`src/rtl/mem_ctrl_pkg.sv`:
```
// Shared definitions for the byte-serial memory controller: state encoding,
// funct3 load/store widths and the IO window base.
package mem_ctrl_pkg;

  typedef enum logic [1:0] {
    MEM_IDLE  = 2'd0,
    MEM_READ  = 2'd1,
    MEM_WRITE = 2'd2,
    MEM_DONE  = 2'd3
  } mem_state_e;

  localparam logic [2:0] F3_B  = 3'b000;
  localparam logic [2:0] F3_H  = 3'b001;
  localparam logic [2:0] F3_W  = 3'b010;
  localparam logic [2:0] F3_BU = 3'b100;
  localparam logic [2:0] F3_HU = 3'b101;

  localparam logic [31:0] MEM_IO_BASE = 32'h0003_0000;
  localparam logic [1:0]  FETCH_LAST  = 2'd3;

  // Index of the final byte of an access (transfer length minus one).
  function automatic logic [1:0] last_byte(input logic [2:0] op);
    case (op[1:0])
      2'b00:   return 2'd0;
      2'b01:   return 2'd1;
      default: return 2'd3;
    endcase
  endfunction

endpackage

```
`src/rtl/mem_ctrl_ld_ext.sv`:
```
// Load-data extension: picks the significant bytes of the assembly buffer
// and sign- or zero-extends them according to funct3.
module mem_ld_ext
  import mem_ctrl_pkg::*;
(
  input  logic [31:0] buf_i,
  input  logic [2:0]  op_i,
  output logic [31:0] res_o
);

  always_comb begin
    res_o = buf_i;
    case (op_i)
      F3_B:    res_o = {{24{buf_i[7]}}, buf_i[7:0]};
      F3_H:    res_o = {{16{buf_i[15]}}, buf_i[15:0]};
      F3_BU:   res_o = {24'd0, buf_i[7:0]};
      F3_HU:   res_o = {16'd0, buf_i[15:0]};
      default: res_o = buf_i;
    endcase
  end

endmodule

```
`src/rtl/mem_ctrl.sv`:
```
// Memory controller: serialises LSB loads/stores and instruction fetches onto
// the byte-wide RAM/IO bus and returns one-cycle completion pulses.
module mem_ctrl
  import mem_ctrl_pkg::*;
#(
  parameter logic [31:0] IO_BASE = MEM_IO_BASE,
  parameter int unsigned IO_SPAN = 8
) (
  input  logic        clk_in,
  input  logic        rst_n_in,
  input  logic        rdy_in,
  input  logic        rob_clear,
  input  logic        is_io,
  input  logic        is_store,
  input  logic [31:0] io_addr,
  input  logic [31:0] io_data,
  input  logic [2:0]  io_op,
  output logic        mem_res_avail,
  output logic [31:0] mem_res,
  output logic        mem_stuck,
  input  logic        if_req,
  input  logic [31:0] if_addr,
  output logic        if_done,
  output logic [31:0] if_data,
  input  logic [7:0]  mem_din,
  output logic [7:0]  mem_dout,
  output logic [31:0] mem_a,
  output logic        mem_wr,
  input  logic        io_buffer_full
);

  mem_state_e  state_q, state_d;
  logic        owner_q, owner_d;
  logic [2:0]  cnt_q, cnt_d;
  logic [1:0]  last_q, last_d;
  logic [2:0]  op_q, op_d;
  logic        flush_q, flush_d;
  logic [31:0] mem_a_q, mem_a_d;
  logic [7:0]  mem_dout_q, mem_dout_d;
  logic        mem_wr_q, mem_wr_d;
  logic [31:0] mem_res_q, mem_res_d;
  logic [31:0] if_data_q, if_data_d;
  logic [31:0] buf_q, buf_d;
  logic [31:0] sdata_q, sdata_d;

  logic [31:0] buf_nxt;
  logic [31:0] ld_ext;
  logic [31:0] io_off;
  logic        io_blocked;

  assign io_off     = io_addr - IO_BASE;
  assign io_blocked = (io_off < 32'(IO_SPAN)) && io_buffer_full;

  mem_ld_ext u_ld_ext (
    .buf_i (buf_nxt),
    .op_i  (op_q),
    .res_o (ld_ext)
  );

  always_comb begin
    buf_nxt = buf_q;
    buf_nxt[{cnt_q[1:0], 3'b000} +: 8] = mem_din;
  end

  always_comb begin
    state_d    = state_q;
    owner_d    = owner_q;
    cnt_d      = cnt_q;
    last_d     = last_q;
    op_d       = op_q;
    flush_d    = flush_q;
    mem_a_d    = mem_a_q;
    mem_dout_d = mem_dout_q;
    mem_wr_d   = mem_wr_q;
    mem_res_d  = mem_res_q;
    if_data_d  = if_data_q;
    buf_d      = buf_q;
    sdata_d    = sdata_q;

    case (state_q)
      MEM_IDLE: begin
        flush_d = 1'b0;
        if (!rob_clear) begin
          if (is_io && !(is_store && io_blocked)) begin
            owner_d = 1'b1;
            cnt_d   = 3'd0;
            op_d    = io_op;
            last_d  = last_byte(io_op);
            mem_a_d = io_addr;
            if (is_store) begin
              sdata_d    = io_data;
              mem_dout_d = io_data[7:0];
              mem_wr_d   = 1'b1;
              state_d    = MEM_WRITE;
            end else begin
              mem_wr_d = 1'b0;
              state_d  = MEM_READ;
            end
          end else if (!is_io && if_req) begin
            owner_d  = 1'b0;
            cnt_d    = 3'd0;
            op_d     = F3_W;
            last_d   = FETCH_LAST;
            mem_a_d  = if_addr;
            mem_wr_d = 1'b0;
            state_d  = MEM_READ;
          end
        end
      end

      MEM_READ: begin
        if (rob_clear) begin
          state_d = MEM_IDLE;
        end else begin
          buf_d   = buf_nxt;
          cnt_d   = cnt_q + 3'd1;
          mem_a_d = mem_a_q + 32'd1;
          if (cnt_q == {1'b0, last_q}) begin
            state_d = MEM_DONE;
            if (owner_q) mem_res_d = ld_ext;
            else         if_data_d = buf_nxt;
          end
        end
      end

      // A store that has started is always finished so memory never sees a
      // partial word; a flush only removes the completion pulse.
      MEM_WRITE: begin
        if (rob_clear) flush_d = 1'b1;
        if (cnt_q < {1'b0, last_q}) begin
          cnt_d      = cnt_q + 3'd1;
          mem_a_d    = mem_a_q + 32'd1;
          mem_dout_d = sdata_q[{cnt_d[1:0], 3'b000} +: 8];
        end else begin
          mem_wr_d  = 1'b0;
          mem_res_d = 32'd0;
          state_d   = (flush_q || rob_clear) ? MEM_IDLE : MEM_DONE;
        end
      end

      MEM_DONE: state_d = MEM_IDLE;

      default: state_d = MEM_IDLE;
    endcase
  end

  always_ff @(posedge clk_in or negedge rst_n_in) begin
    if (!rst_n_in) begin
      state_q    <= MEM_IDLE;
      owner_q    <= 1'b0;
      cnt_q      <= 3'd0;
      last_q     <= 2'd0;
      op_q       <= F3_W;
      flush_q    <= 1'b0;
      mem_a_q    <= 32'd0;
      mem_dout_q <= 8'd0;
      mem_wr_q   <= 1'b0;
      mem_res_q  <= 32'd0;
      if_data_q  <= 32'd0;
    end else if (rdy_in) begin
      state_q    <= state_d;
      owner_q    <= owner_d;
      cnt_q      <= cnt_d;
      last_q     <= last_d;
      op_q       <= op_d;
      flush_q    <= flush_d;
      mem_a_q    <= mem_a_d;
      mem_dout_q <= mem_dout_d;
      mem_wr_q   <= mem_wr_d;
      mem_res_q  <= mem_res_d;
      if_data_q  <= if_data_d;
    end
  end

  // Assembly and store-data buffers carry no control meaning, so no reset.
  always_ff @(posedge clk_in) begin
    if (rdy_in) begin
      buf_q   <= buf_d;
      sdata_q <= sdata_d;
    end
  end

  assign mem_a         = mem_a_q;
  assign mem_dout      = mem_dout_q;
  assign mem_wr        = mem_wr_q && rdy_in;
  assign mem_res       = mem_res_q;
  assign if_data       = if_data_q;
  assign mem_stuck     = (state_q != MEM_IDLE);
  assign mem_res_avail = (state_q == MEM_DONE) && owner_q && !rob_clear && rdy_in;
  assign if_done       = (state_q == MEM_DONE) && !owner_q && !rob_clear && rdy_in;

endmodule

```
`config.mk`:
```
export PLATFORM = sky130hd
export DESIGN_NAME = mem_ctrl
export DESIGN_NICKNAME = d
export VERILOG_FILES = /design/src/rtl/mem_ctrl_pkg.sv /design/src/rtl/mem_ctrl_ld_ext.sv /design/src/rtl/mem_ctrl.sv
export SDC_FILE = /design/constraint.sdc
export NUM_CORES = 1
export LEC_CHECK = 0
export BUFFER_PORTS_ARGS = -buffer_cell sky130_fd_sc_hd__buf_2
export CORE_ASPECT_RATIO = 0.6
export CORE_MARGIN = 2
export CORE_UTILIZATION = 49
export CTS_CLUSTER_DIAMETER = 80
export CTS_CLUSTER_SIZE = 20
export DETAILED_ROUTE_END_ITERATION = 12
export HOLD_SLACK_MARGIN = 0.12
export PLACE_DENSITY = 0.89
export SKIP_CTS_REPAIR_TIMING = 1
export SLEW_MARGIN = 20
export SYNTH_ARGS = -nofsm -noshare
export SYNTH_HDL_FRONTEND = slang
export SYNTH_SLANG_ARGS = --single-unit
```
`constraint.sdc`:
```
create_clock -name clk_in -period 2.9 [get_ports clk_in]
set_clock_uncertainty 0.1 [all_clocks]
set_input_delay 0 -clock clk_in [delete_from_list [all_inputs] [get_ports clk_in]]
set_output_delay 0 -clock clk_in [all_outputs]
set_load 0.01 [all_outputs]
```
==> results.sh <==
export IMPL_status="finished, final reports clean"
export IMPL_total_leakage_power_nw=5.600
export IMPL_ir_worst_vdd_uv=579.1
export IMPL_first_iter_violations=1392
export IMPL_yosys_area_top_type="dfrtp_1"
export IMPL_die_y_um=109.5
export IMPL_setup_tns_final_ns=0
export IMPL_pre_cts_ws_ns=0.3247
export IMPL_place_inst=1328
export IMPL_htreeDepth=4
export IMPL_synth_area_leaders="dfrtp_1, edfxtp_1, a21oi_1"
export IMPL_coreArea_um2=18110
export IMPL_fin_nets=1347
export IMPL_route_detailed_drc=0
export IMPL_p_total_w=0.01143
export IMPL_post_route_period_util_pct=97.87
export IMPL_fin_util_pct=68.20
export IMPL_end_kind="flop"
export IMPL_drt_pass1_iter_count=7
export IMPL_cp_cell_sequence="dlygate4sd3_1, buf_2, a2111o_1, and2_1, o31ai_4, o311ai_0, o21ai_0, dlygate4sd3_1, o22ai_1"
export IMPL_fp_dieArea_um2=19690
export IMPL_tightest_slew_ns=0.8328
export IMPL_synth_common_cells="dfrtp_1, a21oi_1, nand2_1"
export IMPL_vias_per_cell=6.094
export IMPL_criticalPathCategory="input port to flop"
export IMPL_yosysMostFrequentCell="dfrtp_1"
export IMPL_clock_path_buffers=2
export IMPL_cp_common_cell="dlygate4sd3_1"
export IMPL_cpPeakStageDelay_ns=0.60
export IMPL_hold_viol=0
export IMPL_area_growth_pct=35.89
export IMPL_grt_antenna_before_repair=0
export IMPL_yosysWarnings=0
export IMPL_synth_edf_count=64
export IMPL_wl_per_cell_um=21.75
export IMPL_grt_overflow_total=0
export IMPL_drive_above_1_share_pct=27.27
export IMPL_grt_max_degree=65
export IMPL_ant_nets=0
export IMPL_drv_slew=0
export IMPL_fp_row_count=38
export IMPL_io_pins=223
export IMPL_fin_crit_ns=2.838
export IMPL_worstPathArrival_ns=3.04
export IMPL_syn_avg_cell_area_um2=10.39
export IMPL_clock_sinks=181
export IMPL_initial_core_util_pct=50.19
export IMPL_yosys_most_used_dff="dfrtp_1"
export IMPL_syn_area_um2=9091
export IMPL_start_kind="input port"
export IMPL_routed_wl_mm=32.02
export IMPL_fill_cells=1339
export IMPL_clkLatencyLatePin_ns=0.43
export IMPL_via_count=8971
export IMPL_p_per_area_nw_per_um2=925.5
export IMPL_postSynthCellCount=875
export IMPL_cts_buffers=17
export IMPL_place_congestion=1.021
export IMPL_worstHoldPathType="input port to flop"
export IMPL_worst_path_max_fanout=10
export IMPL_port_buffers=222
export IMPL_n_antenna_cell=0
export IMPL_ys_types=75
export IMPL_grt_pass1_wl_mm=45.45
export IMPL_maxCapViolCount=0
export IMPL_root_buffer="clkbuf_16"
export IMPL_synth_seq_cells=181
export IMPL_slew_headroom_pct=44.22
export IMPL_syn_num_nets=1003
export IMPL_grt_pass1_vias=7925
export IMPL_setup_slack_ns=0.06175
export IMPL_hpwl_mm=21.94
export IMPL_ys_seq_area_share_pct=53.36
export IMPL_synth_top_cell_area_share_pct=31.93
export IMPL_grtUsageTotal_pct=30.32
export IMPL_fmax_mhz=352.3
export IMPL_chipWidth_um=179.8
export IMPL_cp_required_ns=3.10
export IMPL_path_clk_slew_ns=0.08
export IMPL_async_flop_share_pct=64.64
export IMPL_cts_tree="yes"
export IMPL_finalSetupViolCount=0
export IMPL_final_cell_count_no_fill=1472
export IMPL_crit_path_top_delay_cell="o31ai_4"
[logic make-up (layout without fill, tap and decap cells)]
logic type                 count (synthesis)  in the layout  synth area share [%]
AOI/OAI and AO/OA                        288            288                 20.77
buffers and inverters                    100            457                 4.624
muxes                                     28             28                 4.432
DFF                                      181            181                 53.36
and+or+nand+nor                          265            265                 15.03
adders and majority gates                 13             13                 1.789
[per-layer routing]
metal / vias to the layer above / part of all wire (%) / GRT usage [%] / routed length [um]
li1: 3916 / - / - / -
met1: 4227 / 41 / 45.92 / 13160
met2: 742 / 42 / 41.54 / 13450
met3: 86 / 15 / 11.26 / 4832
met4: 0 / 1.8 / 5.633 / 579
met5: - / 0 / 0 / 0
[critical path: cells and delay by family]
kind | cells | cell delay [ns]
simple gates | 1 | 0.40
compound gates | 5 | 1.37
buf+inv | 3 | 1.27
[flip-flops by register name, indices dropped and copies added (netlist names), 3 cells and up]
register	flops
sdata_q	32
mem_dout	8
buf_q	32
mem_a	32
op_q	3
cnt_q	3
mem_res	32
if_data	32
[per-stage QoR]
stage / hold slack, ns / cell area (um2)
2_1_floorplan: -0.3956 / 9091
3_3_place_gp: -0.1094 / 10610
3_5_place_dp: -0.1057 / 10610
4_1_cts: -0.5624 / 11220
5_1_grt: 0.1470 / 12350
6_report: 0.1281 / 12350
[path summary, 6_finish.rpt]
path,depth (start not counted),slack [ns],endpoint,start
max,9,0.06,mem_a[3]$_DFFE_PN0P_,io_addr[26]
min reg2reg,2,0.37,mem_res[1]$_DFFE_PN0P_,mem_res[1]$_DFFE_PN0P_
min,5,0.13,mem_a[24]$_DFFE_PN0P_,io_addr[24]
max reg2reg,8,0.13,mem_a[3]$_DFFE_PN0P_,state_q[0]$_DFFE_PN0P_
min in group asynchronous,4,0.62,if_data[0]$_DFFE_PN0P_,rst_n_in
max in group asynchronous,4,1.72,op_q[1]$_DFFE_PN1P_,rst_n_in
[power by group]
part | internal (W) | total [W] | leakage (nW) | switching [W]
clock network | 0.00127 | 0.00243 | 0.305 | 0.00116
logic | 0.00200 | 0.00506 | 3.22 | 0.00306
registers | 0.00334 | 0.00394 | 2.07 | 0.000603
[area by class of cell]
class / instances / area (um2) / share of cell area (%)
multi-input cells: 594 / 3836 / 31.05
clock buffers: 18 / 439.2 / 3.555
repair buffers: 371 / 2547 / 20.62
inverters: 54 / 202.7 / 1.641
well taps: 240 / 300.3 / 2.431
clock inverters: 14 / 177.7 / 1.438
flip-flops and latches: 181 / 4851 / 39.26
[cell usage in the layout (no fill, tap or decap), types with 5 or more instances in the layout]
cell,Yosys,final
a22o_1,26,26
or3_1,6,6
o21a_1,10,10
o32a_1,5,5
o22a_1,6,6
a21oi_1,100,100
nand2_1,74,74
o21ai_1,8,8
nand3_1,24,24
nor3_1,10,10
ha_1,13,12
a22oi_1,9,9
o22ai_1,15,15
dfrtp_1,116,116
a21o_1,5,5
clkbuf_16,0,17
buf_4,2,36
inv_1,53,53
and3_1,9,9
edfxtp_1,64,64
and2_1,10,10
o211ai_1,5,5
nor4_1,8,8
nor2b_1,26,26
buf_2,6,221
inv_8,0,6
mux4_2,8,8
a31oi_1,11,10
mux2_2,14,14
a211oi_1,6,6
a2bb2oi_1,7,7
dlygate4sd3_1,0,111
o21ai_0,41,41
o32ai_1,5,5
a221oi_1,5,5
nor2_1,63,62
Power figures use the tool's default switching activity.
